[config.mk]
export PLATFORM = sky130hd
export DESIGN_NAME = adc_conv_sequencer
export DESIGN_NICKNAME = d
export VERILOG_FILES = /design/src/rtl/adc_conv_sequencer.sv
export SDC_FILE = /design/constraint.sdc
export NUM_CORES = 1
export LEC_CHECK = 0
export ABC_AREA = 1
export CAP_MARGIN = 25
export CORE_MARGIN = 2
export CORE_UTILIZATION = 45
export CTS_CLUSTER_DIAMETER = 100
export DETAILED_ROUTE_END_ITERATION = 8
export GPL_TIMING_DRIVEN = 1
export PLACE_DENSITY = 0.81
export REMOVE_ABC_BUFFERS = 1
export SLEW_MARGIN = 10
export SYNTH_ARGS = -nofsm -noshare
export SYNTH_HDL_FRONTEND = slang
export SYNTH_SLANG_ARGS = --single-unit
[constraint.sdc]
create_clock -name adc_spi_clk -period 3.3 [get_ports adc_spi_clk]
set_input_delay 0.33 -clock adc_spi_clk [delete_from_list [all_inputs] [get_ports adc_spi_clk]]
set_output_delay 0.33 -clock adc_spi_clk [all_outputs]
set_load 0.005 [all_outputs]
[src/rtl/adc_conv_sequencer.sv]
// AD4003 array conversion sequencer: CNV pulse, gated SCK burst, deserialiser
// shift enable and frame latch, all in the adc_spi_clk domain.
module adc_conv_sequencer #(
    parameter int ADC_CHANNELS   = 8,
    parameter int ADC_DATA_WIDTH = 18,
    parameter int CNV_HIGH_CYC   = 24,
    parameter int READ_BITS      = 18,
    parameter int READ_LATENCY   = 4,
    parameter int PERIOD_WIDTH   = 16
) (
    input  logic                                   adc_spi_clk,
    input  logic                                   rst,
    input  logic                                   acq_en,
    input  logic                                   trig_ext,
    input  logic                                   ext_trig,
    input  logic [PERIOD_WIDTH-1:0]                period_cyc,
    input  logic [ADC_DATA_WIDTH*ADC_CHANNELS-1:0] adc_data_arr,
    output logic                                   adc_cnv,
    output logic                                   adc_sck_en,
    output logic                                   reader_en_sync,
    output logic [ADC_DATA_WIDTH*ADC_CHANNELS-1:0] sample_data,
    output logic                                   sample_valid,
    output logic [31:0]                            sample_cnt,
    output logic                                   overrun,
    output logic                                   busy
);

    localparam int MIN_PERIOD = CNV_HIGH_CYC + READ_BITS + READ_LATENCY + 1;
    localparam int FRAME_W    = ADC_DATA_WIDTH * ADC_CHANNELS;
    localparam int RD_LEN     = READ_BITS + READ_LATENCY;
    localparam int CNT_MAX    = (CNV_HIGH_CYC > RD_LEN) ? CNV_HIGH_CYC : RD_LEN;
    localparam int CNT_W      = $clog2(CNT_MAX + 1);

    typedef enum logic [1:0] {
        S_IDLE,
        S_CNV,
        S_READ,
        S_LATCH
    } state_t;

    function automatic logic [PERIOD_WIDTH-1:0] clamp_period(input logic [PERIOD_WIDTH-1:0] p);
        if (p < PERIOD_WIDTH'(MIN_PERIOD)) begin
            return PERIOD_WIDTH'(MIN_PERIOD);
        end
        return p;
    endfunction

    state_t                    state_q, state_d;
    logic [CNT_W-1:0]          cyc_q, cyc_d;
    logic                      acq_q;
    logic                      mode_q, mode_d;
    logic [PERIOD_WIDTH-1:0]   period_q, period_d;
    logic                      pend_q, pend_d;
    logic                      per_run_q, per_run_d;
    logic [PERIOD_WIDTH-1:0]   per_cnt_q, per_cnt_d;
    logic                      ovr_q, ovr_d;
    logic [31:0]               cnt_q, cnt_d;
    logic [FRAME_W-1:0]        data_q;
    logic [READ_LATENCY-1:0]   sck_dly_q;

    logic                      start;
    logic                      mode_ext;
    logic [PERIOD_WIDTH-1:0]   period_use;
    logic                      can_accept;
    logic                      req_pend;
    logic                      req_tick;
    logic                      req_ext;
    logic                      accept;
    logic                      drop;
    logic                      frame_done;

    // Trigger qualification: the start-of-acquisition tick waits for a free
    // slot instead of being dropped, so a re-rise mid-frame is never lost.
    always_comb begin
        start      = acq_en & ~acq_q;
        mode_ext   = start ? trig_ext : mode_q;
        period_use = start ? clamp_period(period_cyc) : period_q;
        can_accept = (state_q == S_IDLE) || (state_q == S_LATCH);
        req_pend   = acq_en & ~mode_ext & (start | pend_q);
        req_tick   = acq_en & ~start & ~mode_q & per_run_q & (per_cnt_q == '0);
        req_ext    = acq_en & mode_ext & ext_trig;
        accept     = can_accept & (req_pend | req_tick | req_ext);
        drop       = ~can_accept & (req_tick | req_ext);
        frame_done = (state_q == S_READ) && (cyc_q == CNT_W'(RD_LEN - 1));
    end

    always_comb begin
        state_d = state_q;
        cyc_d   = cyc_q;
        case (state_q)
            S_IDLE: begin
                if (accept) begin
                    state_d = S_CNV;
                    cyc_d   = '0;
                end
            end
            S_CNV: begin
                if (cyc_q == CNT_W'(CNV_HIGH_CYC - 1)) begin
                    state_d = S_READ;
                    cyc_d   = '0;
                end else begin
                    cyc_d = cyc_q + CNT_W'(1);
                end
            end
            S_READ: begin
                // READ spans the SCK burst plus the capture latency tail.
                if (frame_done) begin
                    state_d = S_LATCH;
                    cyc_d   = '0;
                end else begin
                    cyc_d = cyc_q + CNT_W'(1);
                end
            end
            S_LATCH: begin
                cyc_d = '0;
                if (accept) begin
                    state_d = S_CNV;
                end else begin
                    state_d = S_IDLE;
                end
            end
            default: begin
                state_d = S_IDLE;
                cyc_d   = '0;
            end
        endcase
    end

    always_comb begin
        mode_d    = mode_q;
        period_d  = period_q;
        pend_d    = acq_en & req_pend & ~accept;
        per_run_d = per_run_q;
        per_cnt_d = per_cnt_q;
        if (start) begin
            mode_d   = trig_ext;
            period_d = clamp_period(period_cyc);
        end
        if (!acq_en || mode_ext) begin
            per_run_d = 1'b0;
            per_cnt_d = '0;
        end else if ((req_pend & accept) | req_tick) begin
            per_run_d = 1'b1;
            per_cnt_d = period_use - PERIOD_WIDTH'(1);
        end else if (per_run_q && (per_cnt_q != '0)) begin
            per_cnt_d = per_cnt_q - PERIOD_WIDTH'(1);
        end
        ovr_d = (start ? 1'b0 : ovr_q) | drop;
        cnt_d = (start ? 32'd0 : cnt_q) + (frame_done ? 32'd1 : 32'd0);
    end

    always_ff @(posedge adc_spi_clk) begin
        if (rst) begin
            state_q   <= S_IDLE;
            cyc_q     <= '0;
            acq_q     <= 1'b0;
            mode_q    <= 1'b0;
            period_q  <= '0;
            pend_q    <= 1'b0;
            per_run_q <= 1'b0;
            per_cnt_q <= '0;
            ovr_q     <= 1'b0;
            cnt_q     <= '0;
            data_q    <= '0;
            sck_dly_q <= '0;
        end else begin
            state_q   <= state_d;
            cyc_q     <= cyc_d;
            acq_q     <= acq_en;
            mode_q    <= mode_d;
            period_q  <= period_d;
            pend_q    <= pend_d;
            per_run_q <= per_run_d;
            per_cnt_q <= per_cnt_d;
            ovr_q     <= ovr_d;
            cnt_q     <= cnt_d;
            if (frame_done) begin
                data_q <= adc_data_arr;
            end
            sck_dly_q[0] <= adc_sck_en;
            for (int i = 1; i < READ_LATENCY; i++) begin
                sck_dly_q[i] <= sck_dly_q[i-1];
            end
        end
    end

    always_comb begin
        adc_cnv        = (state_q == S_CNV);
        adc_sck_en     = (state_q == S_READ) && (cyc_q < CNT_W'(READ_BITS));
        reader_en_sync = sck_dly_q[READ_LATENCY-1];
        sample_data    = data_q;
        sample_valid   = (state_q == S_LATCH);
        sample_cnt     = cnt_q;
        overrun        = ovr_q;
        busy           = (state_q == S_CNV) || (state_q == S_READ);
    end

endmodule

==> results.md, run 1 <==
* Int Pwr at 4860 uW
* Comb pwr share at 18.7%
* # H-tree levels at 1
* Fin. max-slew vios at 0
* Wire per inst at approximately 16 um
* Total CTS buffers at 25
* PortBufs at between 300 and 400
* Slew @ Worst Pin at 0.694 ns
* Final worst-path cycle share at a little under nine tenths
* Post-route setup slack at ~0.47 ns
* Vias in the first global route at slightly above 9000
* CTS tree: yes
* Bufs on Longest Clock Path at 3
* Crit path launch type: flop
* Die Span X at ~150 um
* Critical-path maximum fanout at 16
* Setup CP Type: reg -> reg
* Sequential power share at 41.9%
* Clock Power Share at around two fifths
* Global Route met2 Usage at between 40% and 50%
* Synth area leader: dfxtp_1
* Net Sw Power at around 1800 uW
* Post-synthesis async set-or-reset flop share at 0%
* Nets at 1838
* Power Dens Cells at 479 mW/mm2
* Cell area after layout at roughly 0.014 mm2
* DRT Pass-1 Iters at 6
* Area delta synth->final at 46.4%
* Hold_ws at 0.400 ns
* CTS Sinks at approximately 220
* Core area at around 0.021 mm2
* PostCTS Resize Cnt at 0
* Hold Buf Count CTS at 0
* Period minus WS final at 2.83 ns
* Cell with the most instances after synthesis: nor2_1
* Fin Clk Skew at 0.00966 ns
* Synth unique cells at 47
* Synth area leaders: dfxtp_1, nor2_1, o21ai_0
* FILL cells at 1771
* Switching Share at 27.2%
* Die area at 0.0224 mm2
* Worst Path Arrival at around 3.3 ns
* RSZ-0062 raised after global routing: no
* Crit. End Element: flop
* Post-synth top flop: dfxtp_1
* Worst Path Required at 3.71 ns
* Worst vdd ir at 403 uV
* Area post-placement at around 0.013 mm2
* Area of the multi-input gates at 0.00430 mm2
* Share of layout cells above drive strength 1 at 6.15%
* Seq cells post-synth at 224
* DP HPWL at 21.9 mm
* Relative slew margins at 53.7%
* Status: completed
* Met1 usage at 31.9%
* Routability Congestion at about 0.9
* # rows at 53
* Post-CTS setup buffers at 0
* I/O Pins at roughly 350
* Synth warnings at 0
* Total routed wirelength at slightly above 30 mm
* Register Area at 0.00448 mm2
* Initial Utilization at 45.6%
* GRT overflow at 0
* Met3 Use GR at 9.33%
* Iter 0 DRT Violations at 588
* Post-synth top cells: nor2_1, dfxtp_1, o21ai_0
* Clock Latency Late Sink at between 0.5 and 0.6 ns
* Post-route DRC violation count at 0
* DR vias at approximately 9700
* Initial antenna violation count at 1
* Largest net degree at the start of global routing at 94
* EDFF count, synth at 0
* Root buffer cell: clkbuf_16
* GRT busiest layer: met2
* Synth Instances at roughly 1300
* Syn avg cell area at 7.09 um2
* Fin. Hold Viols at 0
* Post-Syn Area at 0.00953 mm2
* Fmax at 353 MHz
* Sequential cell area fraction in the yosys report at 47.1%
* Synth top area share at 47.1%
* Max-Cap Viols at 0
* Clk pin slew, worst setup/hold paths at 0.06 ns
* Via/cell ratio at between 4 and 5
* Final Setup Violations at 0
* DRT antenna net count at 0
* Place WS at 0.305 ns
* Die height at around 150 um
* First-pass GRT wire length at between 40 and 50 mm
* GRT Util Overall at 26.4%
* Leak at 0.00582 uW
* Min-delay worst type: in -> reg
[per-layer routing]
metal  vias up  routed length, um
met5         -                  0
met4         0               1560
met3        77               3200
met2       370              13600
met1      4376              12000
li1       4893                  -
[final timing paths]
check	slack (ns)	startpoint	cells past startpoint	to
setup / recovery	0.47	state_q[0]	16	per_cnt_q[10]
hold / removal	0.40	adc_data_arr[7]	3	sample_data[7]
setup reg to reg	0.47	state_q[0]	16	per_cnt_q[10]
hold reg to reg	0.41	sck_dly_q[2]	2	sck_dly_q[3]
[through the flow]
step	cells	utilization, %	setup TNS [ns]	total power, uW
finish	1952	66.8	0	6680
detailed placement	1911	63.1	0	4090
CTS	1950	66.8	0	6740
global placement	1911	63.1	0	4070
floorplan	1277	-	-559.88	3610
global route	1950	66.8	0	7020
[flip-flops by register name, indices dropped and copies added (netlist names)]
name,flops
acq_q,1
cyc_q,5
mode_q,1
overrun,1
pend_q,1
per_cnt_q,16
per_run_q,1
period_q,16
sample_cnt,32
sample_data,144
sck_dly_q,4
state_q,2
[layout make-up]
| cell class | count | area share, % |
|---|---|---|
| sequential | 224 | 32.1 |
| multi-input combinational | 936 | 30.9 |
| timing repair buffer | 359 | 25.8 |
| clock buffer | 35 | 5.18 |
| inverter | 117 | 3.18 |
| tap | 275 | 2.47 |
| clock inverter | 4 | 0.323 |
| antenna | 2 | 0.0359 |
[power by group through the flow]
stage               registers, uW  clock network (uW)  logic (uW)
global route                 2810                2800        1410
finish                       2800                2630        1250
CTS                          2800                2700        1240
global placement             2860                   0        1210
detailed placement           2860                   0        1230
floorplan                    2850                   0         765
[worst max-delay path: stages (launching register included)]
cell and delay [ns]:
dfxtp_1 0.40, inv_1 0.10, ha_1 0.37, inv_1 0.21, nand3_2 0.13, nand2_2 0.16
buf_4 0.23, nand2_1 0.08, nand2_2 0.08, ha_1 0.19, nand3_2 0.15, nor2_2 0.27
nand3_1 0.11, nand2_1 0.07, nand3_1 0.07, nand2_1 0.07, inv_1 0.04
[logic make-up after synthesis]
logic type	synth area share [%]
AOI/OAI and AO/OA	13.0
xor gates and xnor gates	0.368
buffers and inverters	7.83
and+or+nand+nor	30.4
adders and majority gates	1.31
DFF	47.1
[placed cells by master (no fill, tap or decap), drive strengths merged, types with 2 or more instances in the layout]
master / instances
nor2: 432
nor3: 25
o21ai: 190
o21a: 5
clkinv: 3
nor3b: 4
a22oi: 2
nor4: 4
dfxtp: 224
or2: 10
inv: 117
nand4: 9
clkbuf: 35
xor2: 3
nand2: 153
nand3: 46
a21oi: 30
clkdlybuf4s50: 346
diode: 2
a31oi: 3
buf: 13
ha: 10
(Power assumes the default switching activity.)
==> inputs of run 2 (changes only) <==
--- a/config.mk
+++ b/config.mk
@@ -11,6 +11,7 @@
 export CORE_UTILIZATION = 45
 export CTS_CLUSTER_DIAMETER = 100
 export DETAILED_ROUTE_END_ITERATION = 8
+export GPL_ROUTABILITY_DRIVEN = 1
 export GPL_TIMING_DRIVEN = 1
 export PLACE_DENSITY = 0.81
 export REMOVE_ABC_BUFFERS = 1
==> results of run 2 <==
Final layout, timing and power as in run 1 (identical DEF).
